File: src/rtl/uart_cmd_decoder_if.sv
// Byte stream in from the UART receiver, decoded register write out.
// The decoder is the slave; the byte source / register consumer is the master.
interface uart_cmd_decoder_if;
  logic [7:0]  Rx_Byte;
  logic        Rx_Done;
  logic [7:0]  Cmd;
  logic [7:0]  Reg_Addr;
  logic [15:0] Reg_Data;
  logic        Reg_Wr;
  logic        Chk_Err;
  logic        Tmo_Err;

  modport slave (
    input  Rx_Byte, Rx_Done,
    output Cmd, Reg_Addr, Reg_Data, Reg_Wr, Chk_Err, Tmo_Err
  );

  modport master (
    output Rx_Byte, Rx_Done,
    input  Cmd, Reg_Addr, Reg_Data, Reg_Wr, Chk_Err, Tmo_Err
  );
endinterface

File: src/rtl/uart_cmd_decoder.sv
// Decodes 7-byte frames HDR0 HDR1 CMD ADDR DATA_H DATA_L CHK into a register
// write, with an 8-bit additive checksum and an inter-byte timeout.
//
// state  | meaning
// S_H0   | idle, hunting for HDR0
// S_H1   | HDR0 seen, expecting HDR1
// S_CMD  | expecting command byte
// S_ADDR | expecting address byte
// S_DH   | expecting data high byte
// S_DL   | expecting data low byte
// S_CHK  | expecting checksum byte
module uart_cmd_decoder #(
  parameter int unsigned TIMEOUT_CYC = 50000,
  parameter logic [7:0]  HDR0        = 8'h55,
  parameter logic [7:0]  HDR1        = 8'hA5
) (
  input logic               Clk,
  input logic               Rst,
  uart_cmd_decoder_if.slave bus
);

  localparam int unsigned CNT_W = $clog2(TIMEOUT_CYC + 1);
  localparam logic [CNT_W-1:0] TMO_LAST = CNT_W'(TIMEOUT_CYC - 1);

  typedef enum logic [2:0] {
    S_H0, S_H1, S_CMD, S_ADDR, S_DH, S_DL, S_CHK
  } state_t;

  state_t state, nxt_state;

  logic [7:0]       rx_byte;
  logic             rx_done;
  logic [7:0]       acc;
  logic [7:0]       sh_cmd, sh_addr, sh_dh, sh_dl;
  logic [CNT_W-1:0] tmo_cnt;
  logic [7:0]       cmd_q, addr_q;
  logic [15:0]      data_q;
  logic             wr_q, chk_err_q, tmo_err_q;

  logic acc_clr, acc_add, wr_set, chk_set, tmo_set;

  assign rx_byte = bus.Rx_Byte;
  assign rx_done = bus.Rx_Done;

  always_ff @(posedge Clk) begin
    if (Rst) state <= S_H0;
    else     state <= nxt_state;
  end

  // A received byte always wins over the timeout in the same cycle.
  always_comb begin
    nxt_state = state;
    acc_clr   = 1'b0;
    acc_add   = 1'b0;
    wr_set    = 1'b0;
    chk_set   = 1'b0;
    tmo_set   = 1'b0;
    if (rx_done) begin
      case (state)
        S_H0: if (rx_byte == HDR0) nxt_state = S_H1;
        S_H1: begin
          if (rx_byte == HDR1) begin
            nxt_state = S_CMD;
            acc_clr   = 1'b1;
          end else if (rx_byte == HDR0) begin
            nxt_state = S_H1;
          end else begin
            nxt_state = S_H0;
          end
        end
        S_CMD:  begin nxt_state = S_ADDR; acc_add = 1'b1; end
        S_ADDR: begin nxt_state = S_DH;   acc_add = 1'b1; end
        S_DH:   begin nxt_state = S_DL;   acc_add = 1'b1; end
        S_DL:   begin nxt_state = S_CHK;  acc_add = 1'b1; end
        S_CHK: begin
          nxt_state = S_H0;
          if (acc == rx_byte) wr_set  = 1'b1;
          else                chk_set = 1'b1;
        end
        default: nxt_state = S_H0;
      endcase
    end else if (state != S_H0 && tmo_cnt == TMO_LAST) begin
      tmo_set   = 1'b1;
      nxt_state = S_H0;
    end
  end

  always_ff @(posedge Clk) begin
    if (Rst) begin
      tmo_cnt   <= '0;
      acc       <= '0;
      sh_cmd    <= '0;
      sh_addr   <= '0;
      sh_dh     <= '0;
      sh_dl     <= '0;
      cmd_q     <= '0;
      addr_q    <= '0;
      data_q    <= '0;
      wr_q      <= 1'b0;
      chk_err_q <= 1'b0;
      tmo_err_q <= 1'b0;
    end else begin
      if (rx_done || state == S_H0) tmo_cnt <= '0;
      else if (tmo_cnt != '1)       tmo_cnt <= tmo_cnt + CNT_W'(1);

      if (acc_clr || tmo_set) acc <= '0;
      else if (acc_add)       acc <= acc + rx_byte;

      if (tmo_set) begin
        sh_cmd  <= '0;
        sh_addr <= '0;
        sh_dh   <= '0;
        sh_dl   <= '0;
      end else if (acc_add) begin
        case (state)
          S_CMD:   sh_cmd  <= rx_byte;
          S_ADDR:  sh_addr <= rx_byte;
          S_DH:    sh_dh   <= rx_byte;
          S_DL:    sh_dl   <= rx_byte;
          default: ;
        endcase
      end

      if (wr_set) begin
        cmd_q  <= sh_cmd;
        addr_q <= sh_addr;
        data_q <= {sh_dh, sh_dl};
      end

      wr_q      <= wr_set;
      chk_err_q <= chk_set;
      tmo_err_q <= tmo_set;
    end
  end

  assign bus.Cmd      = cmd_q;
  assign bus.Reg_Addr = addr_q;
  assign bus.Reg_Data = data_q;
  assign bus.Reg_Wr   = wr_q;
  assign bus.Chk_Err  = chk_err_q;
  assign bus.Tmo_Err  = tmo_err_q;

endmodule
File: src/flat_wrapper.sv
// flat-port wrapper written by rule: the top's interface ports become plain ports
module uart_cmd_decoder_flat 
#(
  parameter int unsigned TIMEOUT_CYC = 50000,
  parameter logic [7:0]  HDR0        = 8'h55,
  parameter logic [7:0]  HDR1        = 8'hA5
)
  (Clk, Rst, bus_Rx_Byte, bus_Rx_Done, bus_Cmd, bus_Reg_Addr, bus_Reg_Data, bus_Reg_Wr, bus_Chk_Err, bus_Tmo_Err);
  uart_cmd_decoder_if bus_i ();
  input logic Clk;
  input logic Rst;
  input wire logic [$bits(bus_i.Rx_Byte)-1:0] bus_Rx_Byte;
  input wire logic [$bits(bus_i.Rx_Done)-1:0] bus_Rx_Done;
  output wire logic [$bits(bus_i.Cmd)-1:0] bus_Cmd;
  output wire logic [$bits(bus_i.Reg_Addr)-1:0] bus_Reg_Addr;
  output wire logic [$bits(bus_i.Reg_Data)-1:0] bus_Reg_Data;
  output wire logic [$bits(bus_i.Reg_Wr)-1:0] bus_Reg_Wr;
  output wire logic [$bits(bus_i.Chk_Err)-1:0] bus_Chk_Err;
  output wire logic [$bits(bus_i.Tmo_Err)-1:0] bus_Tmo_Err;
  assign bus_i.Rx_Byte = bus_Rx_Byte;
  assign bus_i.Rx_Done = bus_Rx_Done;
  assign bus_Cmd = bus_i.Cmd;
  assign bus_Reg_Addr = bus_i.Reg_Addr;
  assign bus_Reg_Data = bus_i.Reg_Data;
  assign bus_Reg_Wr = bus_i.Reg_Wr;
  assign bus_Chk_Err = bus_i.Chk_Err;
  assign bus_Tmo_Err = bus_i.Tmo_Err;
  uart_cmd_decoder #(.TIMEOUT_CYC(TIMEOUT_CYC), .HDR0(HDR0), .HDR1(HDR1)) u_core (.Clk(Clk), .Rst(Rst), .bus(bus_i));
endmodule
File: config.mk
export PLATFORM = sky130hd
export DESIGN_NAME = uart_cmd_decoder_flat
export DESIGN_NICKNAME = d
export VERILOG_FILES = /design/src/rtl/uart_cmd_decoder_if.sv /design/src/rtl/uart_cmd_decoder.sv /design/src/flat_wrapper.sv
export SDC_FILE = /design/constraint.sdc
export NUM_CORES = 1
export LEC_CHECK = 0
export CAP_MARGIN = 10
export CORE_MARGIN = 2
export CORE_UTILIZATION = 45
export DETAILED_ROUTE_END_ITERATION = 8
export GPL_TIMING_DRIVEN = 1
export PLACE_DENSITY = 0.76
export SLEW_MARGIN = 20
export SYNTH_ARGS = -nofsm -noshare
export SYNTH_HDL_FRONTEND = slang
export SYNTH_SLANG_ARGS = --single-unit
File: constraint.sdc
create_clock -name Clk -period 2.63 [get_ports Clk]
set_input_delay 0.526 -clock Clk [delete_from_list [all_inputs] [get_ports Clk]]
set_output_delay 0.526 -clock Clk [all_outputs]
set_load 0.02 [all_outputs]
# Word level (Yosys, flattened, before mapping)
# Cells that the tools add are included.
# Widths: inputs -> output; s select.
[classes]
add_sub_neg = 2
eq_ne = 12
mux = 17
bitwise_logic = 2
n_reduce_logical = 16
[op_table]
columns = ["cell", "count"]
rows = [
  ["$pmux 3 s6", 1],
  ["$add 16x1->16 const B", 1],
  ["$eq 16x16->1 const B", 1],
  ["$ne 16x16->1 const B", 1],
  ["$mux 1", 12],
  ["$mux 3", 4],
  ["$reduce_and 2->1", 5],
  ["$eq 3x3->1 const B", 3],
  ["$add 8x8->8", 1],
  ["$eq 8x7->1 const B", 1],
  ["$eq 8x8->1", 1],
  ["$eq 8x8->1 const B", 1],
  ["$eq 3x2->1 const B", 2],
  ["$reduce_or 2->1", 3],
  ["$reduce_or 4->1", 1],
  ["$eq 3x1->1 const B", 1],
  ["$logic_not 3->1", 1],
  ["$ne 3x2->1 const B", 1],
  ["$reduce_bool 3->1", 1],
  ["$reduce_or 3->1", 1],
  ["$logic_or 1x1->1", 2],
  ["$not 1->1", 2],
  ["$reduce_bool 2->1", 1],
  ["$logic_and 1x1->1", 1],
]
[word_totals]
regBits = 94
inputBits = 11
out_inout_bits = 35
elab_cells = 62

# Longest topological paths before layout
[depth]
word_depth = 6
mapped_depth = 9
depth_no_buf = 9

# Least setup slack after synthesis
# Ideal clock, no wire load.
[synth_path]
path_type = "input-to-reg"
from = "input port bus_Rx_Byte[3]"
to = "register u_core.cmd_q[0] (netlist: u_core.bus.Cmd[0])"
setup_time_ns = 0.132
arrival_time_ns = 1.953
required_ns = 2.498
slack_ns = 0.545
cell_stages = 8
n_path_buf = 2
path_cell_list = "ha_1 > nor4_1 > nand3_1 > or2_2 > clkbuf_1 > buf_2 > nand2_1 > a21oi_1"
[synth_via]
elab_chain_cells = 4
[synth_lines]
columns = ["item", "line", "source"]
rows = [
  ["start, declared", "flat_wrapper.sv:12", "input wire logic [$bits(bus_i.Rx_Byte)-1:0] bus_Rx_Byte;"],
  ["$eq 8x8->1", "uart_cmd_decoder.sv:77", "if (acc == rx_byte) wr_set = 1'b1;"],
  ["$mux 1", "uart_cmd_decoder.sv:77", ""],
  ["$mux 1", "uart_cmd_decoder.sv:59", "case (state)"],
  ["$mux 1", "uart_cmd_decoder.sv:58", "if (rx_done) begin"],
  ["end signal, assigned", "uart_cmd_decoder.sv:125", "cmd_q <= sh_cmd;"],
  ["end, declared", "uart_cmd_decoder.sv:36", "logic [7:0] cmd_q, addr_q;"],
]
# No other way between the ends.
# A chain may end at the register's enable or synchronous reset.

# Worst setup path after layout
[layout_path]
from = "input port bus_Rx_Byte[3]"
to = "register u_core.data_q[6] (netlist: u_core.bus.Reg_Data[6])"
[layout_via]
elab_chain_cells = 4
[layout_lines]
columns = ["item", "line", "source"]
rows = [
  ["$eq 8x8->1", "uart_cmd_decoder.sv:77", ""],
  ["$mux 1", "uart_cmd_decoder.sv:77", ""],
  ["$mux 1", "uart_cmd_decoder.sv:59", ""],
  ["$mux 1", "uart_cmd_decoder.sv:58", ""],
  ["end signal, assigned", "uart_cmd_decoder.sv:127", "data_q <= {sh_dh, sh_dl};"],
  ["end, declared", "uart_cmd_decoder.sv:37", "logic [15:0] data_q;"],
]
# No other way between the ends.

==> results_dict.tcl <==
set metrics [dict create \
    status "finished clean" \
    nFillCells 770 \
    top_layer_used "met4" \
    swShare 0.240 \
    start_kind "input port" \
    overflow 0 \
    dpl.cell_count 617 \
    drc 0 \
    path_clk_slew_ns 0.10 \
    whs_path_depth 2 \
    leakage_nw 1.66 \
    post-place-ws_ns 0.0481 \
    powerDensity_nw_per_um2 525 \
    grt_pass1_wl_um 15100 \
    timing.critical_path.cells "clkdlybuf4s50_1 > ha_1 > nor4_1 > nand3_1 > buf_4 > nor2_2 > buf_12 > nand2_1 > a21oi_1" \
    grt_usage 0.192 \
    yosys_warnings 0 \
    drtIter0Drc 210 \
    area_delta_synth_final_pct 23.0 \
    tightest_slew_ns 0.612 \
    cts_hold_buf 0 \
    rsz0062_at_grt "no" \
    dieArea_um2 9490 \
    syn_area_per_cell_um2 8.48 \
    r2r_setup_slack_ns 0.53 \
    routed-wl-met3_um 330 \
    hold_start "u_core.sh_dh[5]$_SDFFE_PP0P_" \
    cts-buffers-inserted 9 \
    clk_latency_ns 0.36 \
    setup_ws_ns 0.350 \
    min_period_over_period 0.867 \
    slowest_delay_ns 0.42 \
    mostFrequentLayoutCells "106 x nand2_1, 94 x dfxtp_1, 64 x a21oi_1" \
    wl_per_cell_um 14.2 \
    arrival_ns 2.58 \
    synth-seq-cells 94 \
    worst-path-stages 9 \
    drive_above_1_share 0.0914 \
    worstHoldEndpoint "u_core.bus.Reg_Data[13]$_SDFFE_PP0P_" \
    power_frac_clock 0.398 \
    ys_async_sr_fraction 0 \
    cap_violations 0 \
    p_total_mw 2.54 \
    dr_wl_met2_um 4260 \
    critical_path_class "input port to flip-flop" \
    critPathMaxFanout 32 \
    synth.yosys.seq_area_share 0.479 \
    grt_pass1_vias 3304 \
    syn_inst 463 \
    path_delay_family "buffers and inverters" \
    fin_nets 540 \
    core_area_um2 8590 \
    htreeDepth 3 \
    combPwrFrac 0.041 \
    antenna_left 0 \
    first_pass_iters 4 \
    grt_max_degree 37 \
    io_pins 46 \
    setup_viol 0 \
    drt-vias-per-instance 5.32 \
    wl_met1_um 4200 \
    final_cells 633 \
    cts_resized 0 \
    seq_power_share 0.561 \
    grt_antenna_before_repair 0 \
    report.final.slew_viol_count 0 \
    hold_viol_final 0 \
    hold_class "flip-flop to flip-flop" \
    synthFlopType "dfxtp_1" \
    fmax_ghz 0.439 \
    clk_path_buf_depth 2 \
    fin_tns_setup_ns 0 \
    rows 34 \
    crit_buf_inv 3 \
    synth.distinct_cells 42 \
    crit_required_ns 2.93 \
    gp_congestion 0.873 \
    cts_root_buf "clkbuf_8" \
    post_cts_buffers 0 \
    dieHeight_um 97.4 \
    syn_area_um2 3930 \
    io_buffer_count 45 \
    hold_slack_ns 0.454 \
    start_util 0.457 \
    cellInternalPower_mw 1.93 \
    antenna_cells 0 \
    final_common_cell "nand2_1" \
    fin_crit_ns 2.28 \
    peakVddDrop_mv 0.312 \
    dieWidth_um 97.4 \
    wl_um 8980 \
    fin_skew_ns 0.0149 \
    reg2reg_from "u_core.tmo_cnt[0]$_SDFFE_PP0P_" \
    crit_path_top_delay_cell "clkdlybuf4s50_1" \
    slew_headroom 0.589 \
    worstRegToRegCells 7 \
    vias 3365 \
    place_hpwl_um 6410 \
    clock_sinks 94 \
    synth-edff-count 0 \
    endpoint_kind "flip-flop" \
    cts_tree "yes" \
    rr_endpoint "u_core.tmo_cnt[11]$_SDFFE_PP0P_" \
    syn-num-nets 483 \
    switchingPower_mw 0.609 \
]
power groups by stage:
stage | Clock [mW] | Sequential [mW] | Combinational [mW]
after floorplan | 0 | 1.46 | 0.0477
after global placement | 0 | 1.46 | 0.101
after detailed placement | 0 | 1.46 | 0.102
after CTS | 1.03 | 1.42 | 0.102
after global routing | 1.08 | 1.42 | 0.111
final | 1.01 | 1.42 | 0.104
cell usage after synthesis, types with 5 or more instances:
| library cell | instances | share of area |
|---|---|---|
| nand2_1 | 106 | 0.10 |
| nor2_1 | 47 | 0.045 |
| nand4_1 | 6 | 0.0096 |
| clkbuf_1 | 8 | 0.0076 |
| nor3_1 | 9 | 0.011 |
| ha_1 | 8 | 0.025 |
| nand3_1 | 14 | 0.018 |
| a21oi_1 | 64 | 0.082 |
| dfxtp_1 | 94 | 0.48 |
| xor2_1 | 9 | 0.020 |
| o21ai_0 | 7 | 0.0089 |
| nor3b_1 | 5 | 0.0096 |
| xnor2_1 | 7 | 0.016 |
| mux2i_1 | 21 | 0.054 |
| buf_2 | 10 | 0.013 |
| inv_1 | 6 | 0.0057 |
stage by stage:
| stage | util | area (µm²) |
|---|---|---|
| global placement | 0.538 | 4620 |
| CTS | 0.562 | 4830 |
| global route | 0.562 | 4830 |
| floorplan | - | 3930 |
| detailed placement | 0.538 | 4620 |
| finish | 0.562 | 4830 |
how the worst max path moves through the flow:
stage	end	slack (ns)	startpoint
after floorplan	u_core.bus.Cmd[0]$_SDFFE_PP0P_	0.54	bus_Rx_Byte[3]
after global placement	u_core.bus.Cmd[3]$_SDFFE_PP0P_	0.05	bus_Rx_Byte[3]
after detailed placement	u_core.acc[7]$_SDFFE_PP0P_	0.05	bus_Rx_Byte[1]
after CTS	u_core.bus.Cmd[6]$_SDFFE_PP0P_	0.37	bus_Rx_Byte[3]
after global routing	u_core.acc[7]$_SDFFE_PP0P_	0.22	bus_Rx_Byte[2]
final	u_core.bus.Reg_Data[6]$_SDFFE_PP0P_	0.35	bus_Rx_Byte[3]
tightest hold or removal path: stages, from the launching register on:
cell and delay (ns):
dfxtp_1 0.32, nand2_1 0.05, a21oi_1 0.05
sequential cells by signal (all words and copies together), names as in the netlist:
name                 count
u_core.bus.Tmo_Err       1
u_core.bus.Chk_Err       1
u_core.bus.Reg_Addr      8
u_core.bus.Cmd           8
u_core.sh_cmd            8
u_core.bus.Reg_Data     16
u_core.acc               8
u_core.state             3
u_core.sh_addr           8
u_core.bus.Reg_Wr        1
u_core.sh_dl             8
u_core.tmo_cnt          16
u_core.sh_dh             8
metal layers:
| metal | track usage | vias to the layer above |
|---|---|---|
| li1 | - | 1684 |
| met1 | 0.251 | 1594 |
| met2 | 0.317 | 70 |
| met3 | 0.0281 | 17 |
| met4 | 0.0855 | 0 |
| met5 | 0 | - |
cell type report:
class,count,area (µm²),area share
clock buffer,9,124,0.0257
clock inverter,7,85.1,0.0176
inverter,6,22.5,0.00466
multi-input combinational,341,1910,0.395
sequential,94,1880,0.390
tap,108,135,0.0280
timing repair buffer,68,673,0.139
cells by family (layout without fill, tap and decap cells):
kind of cell	count (synthesis)	count (layout)	share of synthesized area
flip-flops	94	94	0.479
buffers and inverters	28	90	0.0357
XOR/XNOR	16	16	0.0357
adder cells (fa/ha/maj)	9	9	0.0306
multiplexers	21	21	0.0535
AO/OA/AOI/OAI	83	83	0.123
AND/OR/NAND/NOR	212	212	0.243
Note: power is estimated with default switching activity, not from simulation.
